$ cat src/rtl/seg7_pkg.sv
// Purpose : shared types and constants for the seven-segment BCD feeder path.
// Latency : n/a (declarations only).
// Backpressure: n/a (declarations only).
package seg7_pkg;

  // Number of display digits driven by the downstream seven-segment driver.
  localparam int SEG7_DIGITS = 4;

  // Value written when the binary input exceeds what four digits can show.
  localparam logic [15:0] BCD_SAT = 16'h9999;

  // Accumulator holds five BCD digits so the overflow digit can be observed.
  localparam int BCD_ACC_W = 20;

  typedef enum logic [1:0] {
    IDLE,
    SHIFT,
    WRITE
  } seg7State_t;

endpackage

$ cat src/rtl/bcd_adj_nibble.sv
// Purpose : double-dabble digit correction, adds 3 to a BCD digit that is >= 5.
// Latency : combinational, zero cycles.
// Backpressure: none; pure function of its input.
// Ports   : iNib - BCD digit before the shift; oNib - corrected digit.
module bcd_adj_nibble (
  input  logic [3:0] iNib,
  output logic [3:0] oNib
);

  assign oNib = (iNib >= 4'd5) ? (iNib + 4'd3) : iNib;

endmodule

$ cat src/rtl/seg7_bcd_feeder.sv
// Purpose : serial binary-to-BCD converter feeding the 4-digit seven-segment driver.
// Latency : oWR high in the cycle after edge E0+BIN_W for a load sampled at E0 in IDLE.
// Backpressure: none; a one-deep pending buffer holds loads arriving mid-conversion,
//               the newest value overwrites it and oDROP pulses on overwrite.
// Ports   : iCLK clock, iRST sync active-high reset, iBIN/iLOAD value and strobe,
//           oDIG/oWR packed BCD and write strobe to the driver, oOVF saturation flag,
//           oBUSY converter active, oDROP pending value lost.
module seg7_bcd_feeder
  import seg7_pkg::*;
#(
  parameter int BIN_W = 16
) (
  input  logic                     iCLK,
  input  logic                     iRST,
  input  logic [BIN_W-1:0]         iBIN,
  input  logic                     iLOAD,
  output logic [SEG7_DIGITS*4-1:0] oDIG,
  output logic                     oWR,
  output logic                     oOVF,
  output logic                     oBUSY,
  output logic                     oDROP
);

  localparam int CNT_W = (BIN_W > 1) ? $clog2(BIN_W) : 1;
  localparam logic [CNT_W-1:0] CNT_LAST = CNT_W'(BIN_W - 1);
  localparam int DIG_W = SEG7_DIGITS * 4;
  localparam int NIB_N = BCD_ACC_W / 4;

  seg7State_t state, stateNext;

  logic [BCD_ACC_W-1:0] accReg, accNext, accAdj, accShift;
  logic [BIN_W-1:0]     binReg, binNext, binShift, startVal;
  logic [CNT_W-1:0]     cnt, cntNext;
  logic [BIN_W-1:0]     pendReg, pendNext;
  logic                 pendValid, pendValidNext;
  logic [DIG_W-1:0]     digNext;
  logic                 ovfNext, wrNext, dropNext, busyNext, startReq;

  // Correct every digit before the shift so the doubled value stays valid BCD.
  for (genvar n = 0; n < NIB_N; n++) begin : gAdj
    bcd_adj_nibble uAdj (
      .iNib(accReg[n*4 +: 4]),
      .oNib(accAdj[n*4 +: 4])
    );
  end

  // The binary MSB moves into the accumulator LSB on every shift.
  assign {accShift, binShift} = {accAdj, binReg} << 1;

  always_comb begin
    stateNext     = state;
    accNext       = accReg;
    binNext       = binReg;
    cntNext       = cnt;
    pendNext      = pendReg;
    pendValidNext = pendValid;
    digNext       = oDIG;
    ovfNext       = oOVF;
    wrNext        = 1'b0;
    dropNext      = 1'b0;
    startReq      = 1'b0;
    startVal      = iBIN;

    case (state)
      IDLE: begin
        if (iLOAD) startReq = 1'b1;
      end

      SHIFT: begin
        accNext = accShift;
        binNext = binShift;
        cntNext = cnt + CNT_W'(1);
        // The running conversion is untouched; new loads only go to pending.
        if (iLOAD) begin
          pendNext      = iBIN;
          pendValidNext = 1'b1;
          dropNext      = pendValid;
        end
        if (cnt == CNT_LAST) begin
          stateNext = WRITE;
          wrNext    = 1'b1;
          if (accShift[BCD_ACC_W-1:DIG_W] != '0) begin
            digNext = BCD_SAT;
            ovfNext = 1'b1;
          end else begin
            digNext = accShift[DIG_W-1:0];
            ovfNext = 1'b0;
          end
        end
      end

      WRITE: begin
        // A load in this cycle is newer than anything pending, so it wins.
        if (iLOAD) begin
          startReq      = 1'b1;
          pendValidNext = 1'b0;
        end else if (pendValid) begin
          startReq      = 1'b1;
          startVal      = pendReg;
          pendValidNext = 1'b0;
        end else begin
          stateNext = IDLE;
        end
      end

      default: stateNext = IDLE;
    endcase

    if (startReq) begin
      accNext   = '0;
      binNext   = startVal;
      cntNext   = '0;
      stateNext = SHIFT;
    end

    busyNext = (stateNext != IDLE);
  end

  always_ff @(posedge iCLK) begin
    if (iRST) begin
      state     <= IDLE;
      accReg    <= '0;
      binReg    <= '0;
      cnt       <= '0;
      pendReg   <= '0;
      pendValid <= 1'b0;
      oDIG      <= '0;
      oWR       <= 1'b0;
      oOVF      <= 1'b0;
      oBUSY     <= 1'b0;
      oDROP     <= 1'b0;
    end else begin
      state     <= stateNext;
      accReg    <= accNext;
      binReg    <= binNext;
      cnt       <= cntNext;
      pendReg   <= pendNext;
      pendValid <= pendValidNext;
      oDIG      <= digNext;
      oWR       <= wrNext;
      oOVF      <= ovfNext;
      oBUSY     <= busyNext;
      oDROP     <= dropNext;
    end
  end

endmodule

$ cat config.mk
export PLATFORM = sky130hd
export DESIGN_NAME = seg7_bcd_feeder
export DESIGN_NICKNAME = d
export VERILOG_FILES = /design/src/rtl/seg7_pkg.sv /design/src/rtl/bcd_adj_nibble.sv /design/src/rtl/seg7_bcd_feeder.sv
export SDC_FILE = /design/constraint.sdc
export NUM_CORES = 1
export LEC_CHECK = 0
export ABC_CLOCK_PERIOD_IN_PS = 1900
export CAP_MARGIN = 5
export CELL_PAD_IN_SITES_DETAIL_PLACEMENT = 0
export CELL_PAD_IN_SITES_GLOBAL_PLACEMENT = 2
export CORE_MARGIN = 1
export CORE_UTILIZATION = 32
export CTS_BUF_LIST = sky130_fd_sc_hd__clkbuf_8
export CTS_CLUSTER_SIZE = 40
export DETAILED_ROUTE_END_ITERATION = 8
export PLACE_DENSITY = 0.9
export SYNTH_ARGS = -nofsm -noshare
export SYNTH_HDL_FRONTEND = slang
export SYNTH_SLANG_ARGS = --single-unit
$ cat constraint.sdc
create_clock -name iCLK -period 1.9 [get_ports iCLK]
set_input_delay 0.38 -clock iCLK [delete_from_list [all_inputs] [get_ports iCLK]]
set_output_delay 0.38 -clock iCLK [all_outputs]
set_load 0.03 [all_outputs]
==> impl_metrics.csv <==
group,metric,value,unit
sta,final_hold_viol_count,0,
power,pwr-share-seq,49.8,%
critical_path,cp.arrival,2.17,ns
grt,grt_usage,14.66,%
synth,synthAdderAreaFrac,3.910,%
critical_path,r2r_cells,8,
clock_network,ctsHtreeMaxLevel,3,
die,row_count,37,
critical_path,r2r-start,"accReg[17]",
detailed_routing,postRouteAntennaNets,0,
power,p_comb_share,11.9,%
die,start_util,33.49,%
grt,busiest_layer,"met2",
grt,grt_pass1_vias,2836,
sta,holdWs,0.3895,ns
synth,ys_warn_count,0,
clock_network,clk_pin_slew,0.08,ns
critical_path,rrSetupSlack,0.02,ns
grt,grt_pass1_wl,13210,µm
critical_path,timing.rr.end,"oDIG[2]",
synth,syn_area,3520,µm²
power,switching_share,25.71,%
die,die_width,106.9,µm
place,port_buffers,38,
finish,syn_to_final_growth,27.91,%
synth,yosysTopAreaCell,"dfxtp_1",
die,die_area,11420,µm²
sta,clock_skew,0.009564,ns
synth,synth_xor_area_share,1.991,%
sta,slew_headroom,76.66,%
finish,layout.nets,498,
synth,synthTopCellsByArea,"dfxtp_1, nand2_1, a211oi_1, a21oi_1, mux2i_1",
sta,setup_viol,0,
min_path,hp-class,"input port to flop",
finish,finalInstanceArea,4502,µm²
synth,synth_top_area_share,44.93,%
grt,grt.met1_usage,17.50,%
detailed_routing,routed_wl,7917,µm
sta,tightest_slew,0.3501,ns
sta,rsz0062_at_grt,"true",
power,internal_power,2638,µW
synth,synth-simple-area-share,21.19,%
place,place_congestion,0.7581,
grt,antenna_found_initial,0,
detailed_routing,wl_per_cell,13.00,µm
power,p_leak,0.001575,µW
detailed_routing,drtIter0Drc,90,
clock_network,cts_root_buffer,"clkbuf_8",
clock_network,clk_latency,0.35,ns
die,die_y,106.9,µm
power,p_per_area,788.6,nW/µm²
clock_network,cts_buffer_depth,2,
job,maxCapViolCount,0,
sta,fmax,531.7,MHz
power,pwr-share-clk,38.2,%
critical_path,startpoint_type,"flop",
critical_path,cp-endpoint,"oDIG[2]",
critical_path,worst_ep_required_time,2.19,ns
detailed_routing,vias_per_cell,4.867,
synth,synth_top_family_by_area,"simple AND/OR/NAND/NOR gates",
place,dpl.hpwl,5480,µm
detailed_routing,vias,2964,
critical_path,cp-end-kind,"flop",
power,ir_drop,0.4428,mV
die,core_area,10510,µm²
critical_path,path_max_fanout,15,
outcome,status,"finished clean",
grt,grt_max_degree,29,
clock_network,cts_sinks,79,
grt,overflow,0,
synth,syn_inst,419,
detailed_routing,drt_first_pass_iters,6,
grt,use_met2,26.08,%
clock_network,cts_buffers,9,
critical_path,path_class,"flop to flop",
critical_path,critPathLaunch,"accReg[17]",
synth,synthesis.nets,449,
synth,ys_seq_elements,79,
die,io_pins,39,
synth,synth_compound_area_share,17.53,%
synth,synthDistinctLibCells,30,
finish,drive_above_1_share,13.11,%
place,placed_area,4259,µm²
synth,ys_seq_area_share,44.93,%
clock_network,cts_tree,"yes",
grt,use_met3,4.195,%
power,p_sw,912.5,µW
synth,muxShareOfSynthArea,6.008,%
sta,finalCritPeriodShare,99.00,%
sta,min_period,1.881,ns
sta,final-max-slew-violation-count,0,
detailed_routing,drc,0,
finish,antenna_cells,0,
synth,avgSynthCellArea,8.400,µm²
-- registers in the layout, summed over array words and instances, names as in the netlist --
name,cells
oDIG,16
cnt,4
oDROP,1
oWR,1
oBUSY,1
oOVF,1
state,2
pendValid,1
binReg,16
accReg,20
pendReg,16
-- worst min-delay path by stage --
stage                      from          end  slack (ns)  cells past startpoint
global placement     pendReg[0]   pendReg[0]        0.44                      2
finish                     iRST     state[1]        0.39                      2
floorplan            binReg[15]    accReg[0]        0.43                      2
global route               iRST     state[1]        0.41                      2
detailed placement  pendReg[14]  pendReg[14]        0.45                      2
CTS                        iRST     state[1]        0.38                      2
-- critical path: stages, from the launching register on --
cell and delay [ns]:
dfxtp_2 0.36, inv_4 0.05, ha_4 0.15, nand2b_4 0.13, a2111o_1 0.40, a2111oi_4 0.39
buf_12 0.20, a22oi_1 0.07, nor2_1 0.09
-- power groups by stage --
stage          logic, µW  registers [µW]  clock network [µW]
3_3_place_gp         419            1800                   0
5_1_grt              478            1780                1470
6_report             424            1770                1360
4_1_cts              428            1770                1400
3_5_place_dp         426            1810                   0
2_1_floorplan        272            1800                   0
-- cells in the final DEF, fill, tap and decap left out, types with 3 or more instances in the layout --
cell | netlist | layout
nor2_1 | 33 | 33
xnor2_1 | 6 | 6
buf_12 | 0 | 5
a211oi_1 | 33 | 31
clkbuf_8 | 0 | 12
clkdlybuf4s50_1 | 0 | 37
nor3b_1 | 10 | 9
a22oi_1 | 8 | 7
dfxtp_1 | 79 | 77
o21ai_0 | 5 | 5
nand2_1 | 89 | 89
a21oi_1 | 45 | 45
and3_1 | 14 | 14
nor3_1 | 3 | 3
nand2b_1 | 7 | 6
mux2i_1 | 20 | 20
ha_1 | 11 | 9
buf_4 | 0 | 22
inv_1 | 12 | 10
-- cell families (layout without fill, tap and decap cells) --
group	count (synthesis)	in the layout
XOR/XNOR	8	8
multiplexers	21	21
AO/OA/AOI/OAI	95	95
buffers and inverters	39	93
adder cells (fa/ha/maj)	11	11
flip-flops	79	79
AND/OR/NAND/NOR	166	166
-- Yosys cell counts --
| cell | instances |
|---|---|
| a211oi_1 | 33 |
| inv_1 | 12 |
| dfxtp_1 | 79 |
| a2111oi_4 | 1 |
| and2_1 | 2 |
| nor2_1 | 33 |
| o2111ai_1 | 1 |
| o21ai_0 | 5 |
| a2111o_1 | 2 |
| nand2_1 | 89 |
| a21oi_1 | 45 |
| and3_1 | 14 |
| mux2_2 | 1 |
| nand2b_1 | 7 |
| or2_2 | 2 |
| nand4_1 | 1 |
| clkbuf_1 | 24 |
| ha_1 | 11 |
| mux2i_1 | 20 |
| buf_2 | 2 |
| nor3b_1 | 10 |
| or3b_2 | 1 |
| xnor2_1 | 6 |
| nor3_2 | 1 |
| a22oi_1 | 8 |
| nor2b_1 | 1 |
| nand3_1 | 2 |
| nor3_1 | 3 |
| xor2_1 | 2 |
| buf_6 | 1 |
-- metrics by stage --
step	utilization [%]	setup slack, ns	instances	power, µW	TNS [ns]
3_5_place_dp	40.53	-0.04327	592	2233	-0.4432
2_1_floorplan	-	-0.05977	419	2071	-0.4504
4_1_cts	42.65	0.01206	608	3598	0
5_1_grt	42.84	-0.1174	609	3721	-1.082
6_report	42.84	0.01907	609	3550	0
3_3_place_gp	40.53	-0.04250	592	2223	-0.1343
-- layout make-up --
| class | instances | area (µm²) |
|---|---|---|
| Tap cell | 136 | 170.2 |
| Clock buffer | 12 | 165.2 |
| Inverter | 12 | 47.55 |
| Timing Repair Buffer | 65 | 640.6 |
| Clock inverter | 4 | 52.55 |
| Fill cell | 1062 | 6007 |
| Sequential cell | 79 | 1584 |
| Multi-Input combinational cell | 301 | 1842 |
-- repair_timing --
item,CTS,global route
endpoints found under the hold margin,0,0
pin swaps,1,1
endpoints found under the setup margin,15,17
hold buffers,0,0
setup buffers,0,1
resized for setup,1,3
-- metal layers --
| metal | up-vias | part of all wire [%] |
|---|---|---|
| met4 | 0 | 0.67 |
| li1 | 1531 | - |
| met1 | 1387 | 47 |
| met5 | - | 0 |
| met3 | 7 | 3.1 |
| met2 | 39 | 49 |
(Power assumes the default switching activity.)
